[config.mk]
export PLATFORM = sky130hd
export DESIGN_NAME = sram_controller
export DESIGN_NICKNAME = d
export VERILOG_FILES = /design/src/rtl/sram_controller.sv
export SDC_FILE = /design/constraint.sdc
export NUM_CORES = 1
export LEC_CHECK = 0
export CAP_MARGIN = 20
export CORE_UTILIZATION = 30
export CTS_CLUSTER_SIZE = 10
export DETAILED_ROUTE_END_ITERATION = 8
export GPL_TIMING_DRIVEN = 0
export SLEW_MARGIN = 10
export SYNTH_ARGS = -nofsm -noshare
export SYNTH_HDL_FRONTEND = slang
export SYNTH_SLANG_ARGS = --single-unit
[constraint.sdc]
create_clock -name clk -period 2.9 [get_ports clk]
set_input_delay 0.435 -clock clk [delete_from_list [all_inputs] [get_ports clk]]
set_output_delay 0.435 -clock clk [all_outputs]
set_load 0.1 [all_outputs]
[src/rtl/sram_controller.sv]
// MEM-stage data-memory responder: each 32-bit request is carried out as two
// 16-bit SRAM phases (low half, then high half) followed by a one-cycle DONE.
module sram_controller #(
  parameter int ADDR_BASE    = 1024,
  parameter int PHASE_CYCLES = 2
) (
  input  logic        clk,
  input  logic        rst,
  input  logic        wr_en,
  input  logic        rd_en,
  input  logic [31:0] address,
  input  logic [31:0] write_data,
  output logic [31:0] read_data,
  output logic        ready,
  output logic [17:0] sram_addr,
  output logic [15:0] sram_dq_out,
  output logic        sram_dq_oe,
  input  logic [15:0] sram_dq_in,
  output logic        sram_we_n,
  output logic [1:0]  o_dbg_state
);

  // Handshake: a request (rd_en | wr_en) is accepted on the clock edge where it
  // is seen in IDLE; ready=1 means the stage may advance this cycle (idle with
  // no request, or the access completes now). Requests in DONE wait for IDLE.
  typedef enum logic [1:0] {
    IDLE = 2'd0,
    LO   = 2'd1,
    HI   = 2'd2,
    DONE = 2'd3
  } state_t;

  localparam logic [3:0] LAST = 4'(PHASE_CYCLES - 1);

  state_t      r_state;
  logic [3:0]  r_cnt;
  logic        r_is_wr;
  logic [16:0] r_word;
  logic [31:0] r_wdata;
  logic [31:0] r_read_data;
  logic [17:0] r_sram_addr;
  logic [15:0] r_sram_dq_out;
  logic        r_sram_dq_oe;
  logic        r_sram_we_n;

  logic        w_req;
  logic        w_last;
  logic [3:0]  w_cnt_next;
  logic [16:0] w_word;

  assign w_req      = wr_en | rd_en;
  assign w_last     = (r_cnt == LAST);
  assign w_cnt_next = r_cnt + 4'd1;
  // Out-of-range addresses simply wrap within the 2^17-word SRAM.
  assign w_word     = 17'((address - 32'(ADDR_BASE)) >> 2);

  always_ff @(posedge clk or negedge rst) begin
    if (!rst) begin
      r_state       <= IDLE;
      r_cnt         <= 4'd0;
      r_is_wr       <= 1'b0;
      r_word        <= 17'd0;
      r_wdata       <= 32'd0;
      r_read_data   <= 32'd0;
      r_sram_addr   <= 18'd0;
      r_sram_dq_out <= 16'd0;
      r_sram_dq_oe  <= 1'b0;
      r_sram_we_n   <= 1'b1;
    end else begin
      case (r_state)
        IDLE: begin
          r_sram_we_n  <= 1'b1;
          r_sram_dq_oe <= 1'b0;
          if (w_req) begin
            r_state       <= LO;
            r_cnt         <= 4'd0;
            r_is_wr       <= wr_en;
            r_word        <= w_word;
            r_wdata       <= write_data;
            r_sram_addr   <= {w_word, 1'b0};
            r_sram_dq_out <= write_data[15:0];
            r_sram_dq_oe  <= wr_en;
            r_sram_we_n   <= ~wr_en;
          end
        end
        LO: begin
          if (w_last) begin
            r_state       <= HI;
            r_cnt         <= 4'd0;
            r_sram_addr   <= {r_word, 1'b1};
            r_sram_dq_out <= r_wdata[31:16];
            r_sram_we_n   <= ~r_is_wr;
            if (!r_is_wr) r_read_data[15:0] <= sram_dq_in;
          end else begin
            // Strobe rises on the final cycle so address/data are held past it.
            r_cnt       <= w_cnt_next;
            r_sram_we_n <= ~(r_is_wr && (w_cnt_next != LAST));
          end
        end
        HI: begin
          if (w_last) begin
            r_state      <= DONE;
            r_cnt        <= 4'd0;
            r_sram_we_n  <= 1'b1;
            r_sram_dq_oe <= 1'b0;
            if (!r_is_wr) r_read_data[31:16] <= sram_dq_in;
          end else begin
            r_cnt       <= w_cnt_next;
            r_sram_we_n <= ~(r_is_wr && (w_cnt_next != LAST));
          end
        end
        DONE:    r_state <= IDLE;
        default: r_state <= IDLE;
      endcase
    end
  end

  assign ready       = (r_state == DONE) | ((r_state == IDLE) & ~w_req);
  assign read_data   = r_read_data;
  assign sram_addr   = r_sram_addr;
  assign sram_dq_out = r_sram_dq_out;
  assign sram_dq_oe  = r_sram_dq_oe;
  assign sram_we_n   = r_sram_we_n;
  assign o_dbg_state = r_state;

endmodule
## Yosys cells after proc, flatten, opt, wreduce, memory -nomap -nowiden

Index checks and enable logic that the tools add are counted.

| storage, ports and cells | value |
|---|---|
| register bits | 124 |
| bits in latches | 0 |
| memory bits (writable) | 0 |
| ROM bits | 0 |
| output and inout port bits | 71 |
| word-level logic and storage cells | 62 |
| memories | 0 |

| operators by class | value |
|---|---|
| $add $sub $neg | 2 |
| multiply operators | 0 |
| div/mod/pow operators | 0 |
| $lt $le $gt $ge | 0 |
| equal/unequal tests | 8 |
| shifts and indexed selects | 0 |
| muxes and demuxes | 20 |
| bitwise logic cells | 7 |
| reductions and logical operators | 14 |

Operators with widths:

| operator | count |
|---|---|
| $mux 18 | 2 |
| $pmux 18 s2 | 1 |
| $mux 16 | 2 |
| $pmux 16 s2 | 1 |
| $sub 19x11->19 const B | 1 |
| $reduce_and 3->1 | 4 |
| $mux 4 | 2 |
| $pmux 2 s4 | 1 |
| $pmux 4 s2 | 1 |
| $mux 2 | 3 |
| $ne 2x2->1 const B | 3 |
| $reduce_and 2->1 | 3 |
| $reduce_bool 2->1 | 3 |
| $mux 1 | 5 |
| $add 4x1->4 const B | 1 |
| $eq 2x2->1 const B | 2 |
| $eq 4x1->1 const B | 1 |
| $ne 4x1->1 const B | 1 |
| $not 1->1 | 4 |
| $pmux 1 s3 | 1 |
| $reduce_bool 3->1 | 1 |
| $eq 2x1->1 const B | 1 |
| $logic_not 2->1 | 1 |
| $or 1x1->1 | 2 |
| other kinds (4) | 4 |

## Depth between registers and ports, before layout

Gate-level depths: netlist (run 1).

| depth | value |
|---|---|
| depth after elaboration | 6 |
| mapped depth | 9 |
| depth with buffers taken out | 6 |

## Least setup slack after synthesis (run 1)

Ideal clock, no wire load.

| timing | value |
|---|---|
| path kind | register to output |
| start point | reg r_state[0] (netlist: o_dbg_state[0]) |
| end point | out ready |
| data arrival time | 2.208 ns |
| data required time | 2.465 ns |
| setup slack | 0.257 ns |
| stages on the path, launching flop included | 6 |
| path buffers | 1 |
| cells stage by stage | dfrtp_1 > inv_1 > ha_1 > buf_2 > nor3b_1 > or2_2 |

| between the ends | value |
|---|---|
| longest elaborated chain between the ends | 3 |
| elaborated cells between the ends (all ways) | 4 |
| those cells by class | eq/ne: 1; bitwise: 2; reduce/logical: 1 |

RTL lines:

| element | line | RTL |
|---|---|---|
| from (decl) | 35 | `state_t r_state;` |
| from (signal assigned) | 59 | `r_state <= IDLE;` |
| from (signal assigned) | 75 | `r_state <= LO;` |
| from (signal assigned) | 88 | `r_state <= HI;` |
| $logic_not 2->1 | 118 | `assign ready = (r_state == DONE) \| ((r_state == IDLE) & ~w_req);` |
| $and 1x1->1 | 118 |  |
| $or 1x1->1 * | 118 |  |
| to (decl) | 14 | `output logic ready,` |

Every way passes the cells marked *; elsewhere a longest branch is shown, timed or not.

## Worst setup path in the final report (run 1)

| timing | value |
|---|---|
| start point | reg r_state[1] (netlist: o_dbg_state[1]) |
| end point | out ready |

Same word-level chain as after synthesis.

==> results of run 1 <==
metal layers:
metal  GRT usage [%]  share of wire (%)
met1            18.1                 43
met2            24.7                 49
met3            5.53                6.7
met4            4.08               0.97
met5               0                  0
through the flow:
stage	std cells	setup WS, ps	utilization, %	hold WS (ps)	area, um2
finish	754	249	43.3	486	6850
global route	754	95.5	43.3	514	6850
CTS	754	78.8	43.3	488	6850
detailed placement	738	-447	41.4	318	6550
global placement	737	-2770	41.2	463	6530
floorplan	382	257	-	139	4860
layout by cell type (no fill, tap or decap), types with 2 or more instances in the layout:
| master | n |
|---|---|
| mux2i_1 | 26 |
| xnor2_1 | 7 |
| o21ai_0 | 21 |
| mux2_2 | 40 |
| nand2_4 | 2 |
| nor3b_1 | 3 |
| a32o_1 | 2 |
| clkbuf_16 | 9 |
| inv_6 | 4 |
| a22o_1 | 2 |
| nor3_1 | 4 |
| nand2_1 | 45 |
| or2_2 | 2 |
| nand3_1 | 6 |
| nor2_1 | 9 |
| o21ai_1 | 20 |
| clkdlybuf4s50_1 | 137 |
| dfrtp_1 | 107 |
| a21oi_1 | 7 |
| clkbuf_2 | 2 |
| o211ai_1 | 4 |
| buf_6 | 7 |
| mux2_4 | 20 |
| clkbuf_1 | 4 |
| buf_1 | 2 |
| inv_1 | 7 |
| ha_1 | 9 |
| buf_2 | 5 |
final timing paths:
check,from,to,slack [ps]
min,r_word[16]$_DFFE_PN0P_,r_word[16]$_DFFE_PN0P_,490
max reg2reg,r_cnt[1]$_DFFE_PN0P_,sram_addr[2]$_DFFE_PN0P_,780
max,o_dbg_state[1]$_DFFE_PN0P_,ready,250
max in group asynchronous,rst,r_wdata[25]$_DFFE_PN0P_,1700
min in group asynchronous,rst,read_data[24]$_DFFE_PN0P_,520
min reg2reg,r_word[16]$_DFFE_PN0P_,r_word[16]$_DFFE_PN0P_,490
synth_stat cells (2+ instances only):
cell type    n  area (um2)
o21ai_1     20         100
mux2_2      40         450
nand2_4      2        22.5
buf_2        4        20.0
o21ai_0     21         105
nand3_1      6        30.0
or2_2        2        12.5
clkbuf_2     2        10.0
buf_1        2        7.51
nor3_1       4        20.0
xnor2_1      7        61.3
nor3b_1      4        30.0
ha_1         9         113
buf_6        6        67.6
a21oi_1      7        35.0
clkbuf_1     4        15.0
mux2i_1     26         260
inv_1        7        26.3
mux2_4      20         300
a22o_1       2        17.5
a32o_1       2        20.0
nand2_1     45         169
o211ai_1     4        30.0
dfrtp_1    107        2680
nor2_1       9        33.8
kinds of logic (layout without fill, tap and decap cells):
kind of cell | count (synthesis) | in the layout | synth area share, %
AOI/OAI and AO/OA | 65 | 65 | 8.39
xor gates and xnor gates | 7 | 7 | 1.26
adders and majority gates | 9 | 9 | 2.32
buffers and inverters | 27 | 183 | 3.58
DFF | 108 | 108 | 55.6
muxes | 86 | 86 | 20.8
and+or+nand+nor | 80 | 80 | 8.08
state kept, by name (all words and copies together), names as in the netlist:
name and cells:
o_dbg_state 2, r_cnt 4, r_is_wr 1, r_wdata 16, r_word 17, read_data 32, sram_addr 18, sram_dq_oe 1
sram_dq_out 16, sram_we_n 1
worst min-delay path: stages (launching register included):
cell     delay [ps]
dfrtp_1         340
nand2_1          50
o21ai_0          60
what timing repair did:
action                     in CTS  in global routing
gates resized for setup         4                  2
hold endpoints to repair       24                  0
setup endpoints to repair       1                  1
hold buffers                    1                  0
cloned                          0                  0
cell type report:
type,count,area (um2)
clock inverters,5,43.8
clock buffers,10,239
plain buffers,20,148
well taps,216,270
flip-flops and latches,108,2700
inverters,7,26.3
repair buffers,141,1430
multi-input cells,247,1990
fillers,1476,8980
==> summary.md, run 1 <==
| Metric | Value |
|---|---|
| Synthesis-stage register bit count | `108` |
| WHS Path Cells | `2` |
| Vias in the first global route | `3,611` |
| Routed Antenna Nets | `0` |
| CP Capture Type | `output pin` |
| Status | `completed` |
| Ant diodes | `0` |
| CTS Buffer Depth | `2` |
| Top_reg_cell synth | `dfrtp_1` |
| H-tree depth | `3` |
| Core Rows | `46` |
| Clock root buffer master | `clkbuf_16` |
| CP delay by family, top | `buffers and inverters` |
| Die area | `0.0167 mm2` |
| CP Launch Type | `flip-flop` |
| Setup TNS | `0 ps` |
| Vias per inst | `4.55` |
| Num CTS Buffers | `9` |
| Routed via count | `3,429` |
| Yosys synthesis warning count | `0` |
| Sequential element share of the synthesized area | `55.6%` |
| Area of the mapped netlist | `0.00486 mm2` |
| Die W | `129 um` |
| Largest net degree at the start of global routing | `84` |
| Antenna violations before repair | `0` |
| Syn_area_per_cell | `12.7 um2` |
| Worst-Skew Late Latency | `350 ps` |
| Clk slew on worst S/H paths | `70 ps` |
| Slew @ Worst Pin | `1050 ps` |
| Critical path required time | `2470 ps` |
| Fin crit share | `91.4%` |
| Area Growth Syn to Fin | `40.8%` |
| Global Route Usage Sum | `14.9%` |
| Max Clock Freq | `377 MHz` |
| Clock Skews | `8.23 ps` |
| Iteration-0 DRC Markers | `158` |
| CTS tree | `done` |
| DR pass1 iterations | `4` |
| CP Max Fanout | `9` |
| Final hold vios | `0` |
| Fin nets | `627` |
| Max_slew headroom | `30.0%` |
| Post-synth EDFFs | `0` |
| First-pass GRT wire length | `18,800 um` |
| Max_cap viols | `0` |
| Cell at the slowest stage of the critical path | `dfrtp_1` |
| WS Path Type | `reg2out` |
| Die Ht | `129 um` |
| RSZ-0062 raised after global routing | `no` |
| Slew Viols, Final | `0` |
| Io pins | `155` |
| Final Wtd Congestion | `0.767` |
| Min Tclk post-route | `2650 ps` |
| Routed Wire Length | `11,700 um` |
| Gr ovfl total | `0` |
| Synth cell types | `45` |
| Synth async-reset ratio | `100%` |
| PortBufs | `139` |
| Initial Utilization | `30.7%` |
| Setup violators final | `0` |
| WL/cell | `15.5 um` |
| Core Box Area | `0.0158 mm2` |
| Crit path DAT | `2220 ps` |
| Crit path cell chain | `inv_1, ha_1, buf_2, nor3b_2, or2_2, buf_2` |
| Most frequent CP cell | `buf_2` |
| Crit path largest cell delay | `440 ps` |
| Detailed Place HPWL | `8400 um` |
| Synthesized net count | `475` |
| DRC viols | `0` |
| Gate Count Post-Synth | `382` |
| WP buf/inv | `3` |
| # Post-CTS Setup Buffers | `0` |
| Clock sinks | `108` |
| Levels on crit path | `6` |
| Layout cells sized above 1 | `19.1%` |
| Reg2reg path depth | `9` |
| Hold Crit Class | `reg2reg` |
Power of run 1 is not shown: default switching activity piles up to over one toggle a cycle in this logic, so the estimate is an artifact.
==> inputs of run 2 (changes only) <==
- CTS_CLUSTER_DIAMETER: not set -> 30
==> results of run 2 <==
No change in the layout: final DEF, timing and power equal those of run 1.
Power of run 2 is left out for the same reason.
==> inputs of run 3 (changes only) <==
- CELL_PAD_IN_SITES_DETAIL_PLACEMENT: not set -> 1
- CELL_PAD_IN_SITES_GLOBAL_PLACEMENT: not set -> 1
- CORE_UTILIZATION: 30 -> 39
- PLACE_DENSITY_LB_ADDON: not set -> 0.12
==> summary.md, run 3 (synthesis results as in run 1) <==
| Metric | Value |
|---|---|
| WL/cell | `18.0 um (+16%)` |
| Core Box Area | `0.0121 mm2 (-24%)` |
| Max_slew headroom | `30.5% (+0.51 points)` |
| Max reg flops | `32 (unchanged)` |
| Detailed Place HPWL | `9220 um (+9.8%)` |
| Most frequent cells in the layout | `clkdlybuf4s50_1, dfrtp_1, nand2_1` |
| CTS Hold Buffers Added | `0 (-1)` |
| Layout cells sized above 1 | `19.0% (-0.15 points)` |
| Post-CTS sizing | `4 (unchanged)` |
| Io pins | `155 (unchanged)` |
| Worst-Skew Late Latency | `350 ps (about the same)` |
| Final Wtd Congestion | `0.766 (-0.16%)` |
| DRC viols | `0 (unchanged)` |
| Critical path required time | `2470 ps (about the same)` |
| Max_cap viols | `0 (unchanged)` |
| CTS Buffer Depth | `2 (unchanged)` |
| Clock sinks | `108 (unchanged)` |
| WS Path Type | `reg2out` |
| # Post-CTS Setup Buffers | `0 (unchanged)` |
| Clk slew on worst S/H paths | `70 ps (about the same)` |
| H-tree depth | `3 (unchanged)` |
| Die W | `114 um (-12%)` |
| Routed Wire Length | `12,700 um (+8.2%)` |
| Reg area | `0.00270 mm2 (unchanged)` |
| Largest net degree at the start of global routing | `58 (-31%)` |
| Global Route Usage Sum | `20.9% (+6.0 points)` |
| CP Launch Type | `flip-flop` |
| Area of the multi-input gates | `0.00199 mm2 (unchanged)` |
| Filler cell count | `1,257 (-15%)` |
| Slew @ Worst Pin | `1040 ps (-7.70 ps)` |
| Fin nets | `626 (-0.16%)` |
| CP Capture Type | `output pin` |
| Min Tclk post-route | `2640 ps (-12.4 ps)` |
| First-pass GRT wire length | `20,600 um (+9.5%)` |
| Commonest non-fill, non-tap cell in the layout | `clkdlybuf4s50_1` |
| Clock root buffer master | `clkbuf_16` |
| Num CTS Buffers | `9 (unchanged)` |
| Final hold vios | `0 (unchanged)` |
| PortBufs | `139 (unchanged)` |
| FF-to-FF setup slack | `770 ps (about the same)` |
| Iteration-0 DRC Markers | `119 (-25%)` |
| Status | `completed` |
| DR pass1 iterations | `4 (unchanged)` |
| RSZ-0062 raised after global routing | `no` |
| Core Util, Final | `56.4% (+13 points)` |
| Routed Antenna Nets | `0 (unchanged)` |
| Crit path DAT | `2200 ps (-20 ps)` |
| Die area | `0.0129 mm2 (-23%)` |
| Initial Utilization | `40.3% (+9.6 points)` |
| Slew Viols, Final | `0 (unchanged)` |
| Core Rows | `40 (-13%)` |
| Max Clock Freq | `379 MHz (+0.47%)` |
| Worst setup path start | `o_dbg_state[1]$_DFFE_PN0P_` |
| CP Max Fanout | `9 (unchanged)` |
| Routed via count | `3,507 (+2.3%)` |
| Die Ht | `114 um (-12%)` |
| CTS tree | `done` |
| Vias in the first global route | `3,827 (+6.0%)` |
| Gr ovfl total | `0 (unchanged)` |
| Fin crit share | `91.0% (-0.43 points)` |
| Ant diodes | `0 (unchanged)` |
| Area Growth Syn to Fin | `39.8%` |
| Clock Skews | `3.27 ps (-4.96 ps)` |
| Reg-to-reg startpoint | `r_cnt[1]$_DFFE_PN0P_` |
| Setup violators final | `0 (unchanged)` |
| Antenna violations before repair | `0 (unchanged)` |
| Hold Crit Class | `in2async` |
| Vias per inst | `4.97 (+9.4%)` |
[run 3: cell types whose count changed in the layout (fill, tap and decap cells not counted), sizes merged]
cell,previous run,this run
inv,11,7
dlygate4sd3,1,0
clkinvlp,0,1
clkinv,1,2
bufinv,0,2
[run 3: final timing paths]
kind,to,cells after the start
hold / removal,r_cnt[1]$_DFFE_PN0P_,1
setup reg to reg,read_data[24]$_DFFE_PN0P_,8
hold reg to reg,sram_dq_out[4]$_DFFE_PN0P_,2
max in group asynchronous,sram_we_n$_DFFE_PN1P_,2
setup / recovery,ready,6
min in group clk,sram_dq_out[4]$_DFFE_PN0P_,2
[run 3: worst max-delay path: stages, from the launching register on]
cell	delay (ps)
dfrtp_1	440
inv_1	130
ha_1	150
buf_2	200
nor3b_2	350
or2_2	170
buf_2	410
[run 3: per-stage QoR]
step                      instance area, um2  TNS, ps  std cells  hold WS [ps]  worst slack (ps)
after floorplan                         4860        0        382           139               257
after global placement                  6460  -307550        689           463             -2860
after detailed placement                6490     -401        690           423              -401
after CTS                               6810        0        705          45.0               101
after global routing                    6800        0        705          63.4              87.2
final                                   6800        0        705          24.6               261
[run 3: cell type report]
class / count / area share, %
Sequential cell: 108 / 39.8
Multi-Input combinational cell: 247 / 29.3
Timing Repair Buffer: 140 / 20.8
Clock buffer: 10 / 3.37
Tap cell: 168 / 3.09
Buffer: 20 / 2.17
Clock inverter: 5 / 1.14
Inverter: 7 / 0.386
[run 3: layer usage]
layer / share of wire (%) / up-vias / GRT usage, % / wire, um
met5: 0 / - / 0 / 0
met1: 42 / 1760 / 25.1 / 5320
met2: 51 / 88 / 35.9 / 6410
met4: 2.1 / 0 / 8.86 / 267
met3: 5.2 / 19 / 4.78 / 661
li1: - / 1640 / - / -
Power of run 3 is left out for the same reason.
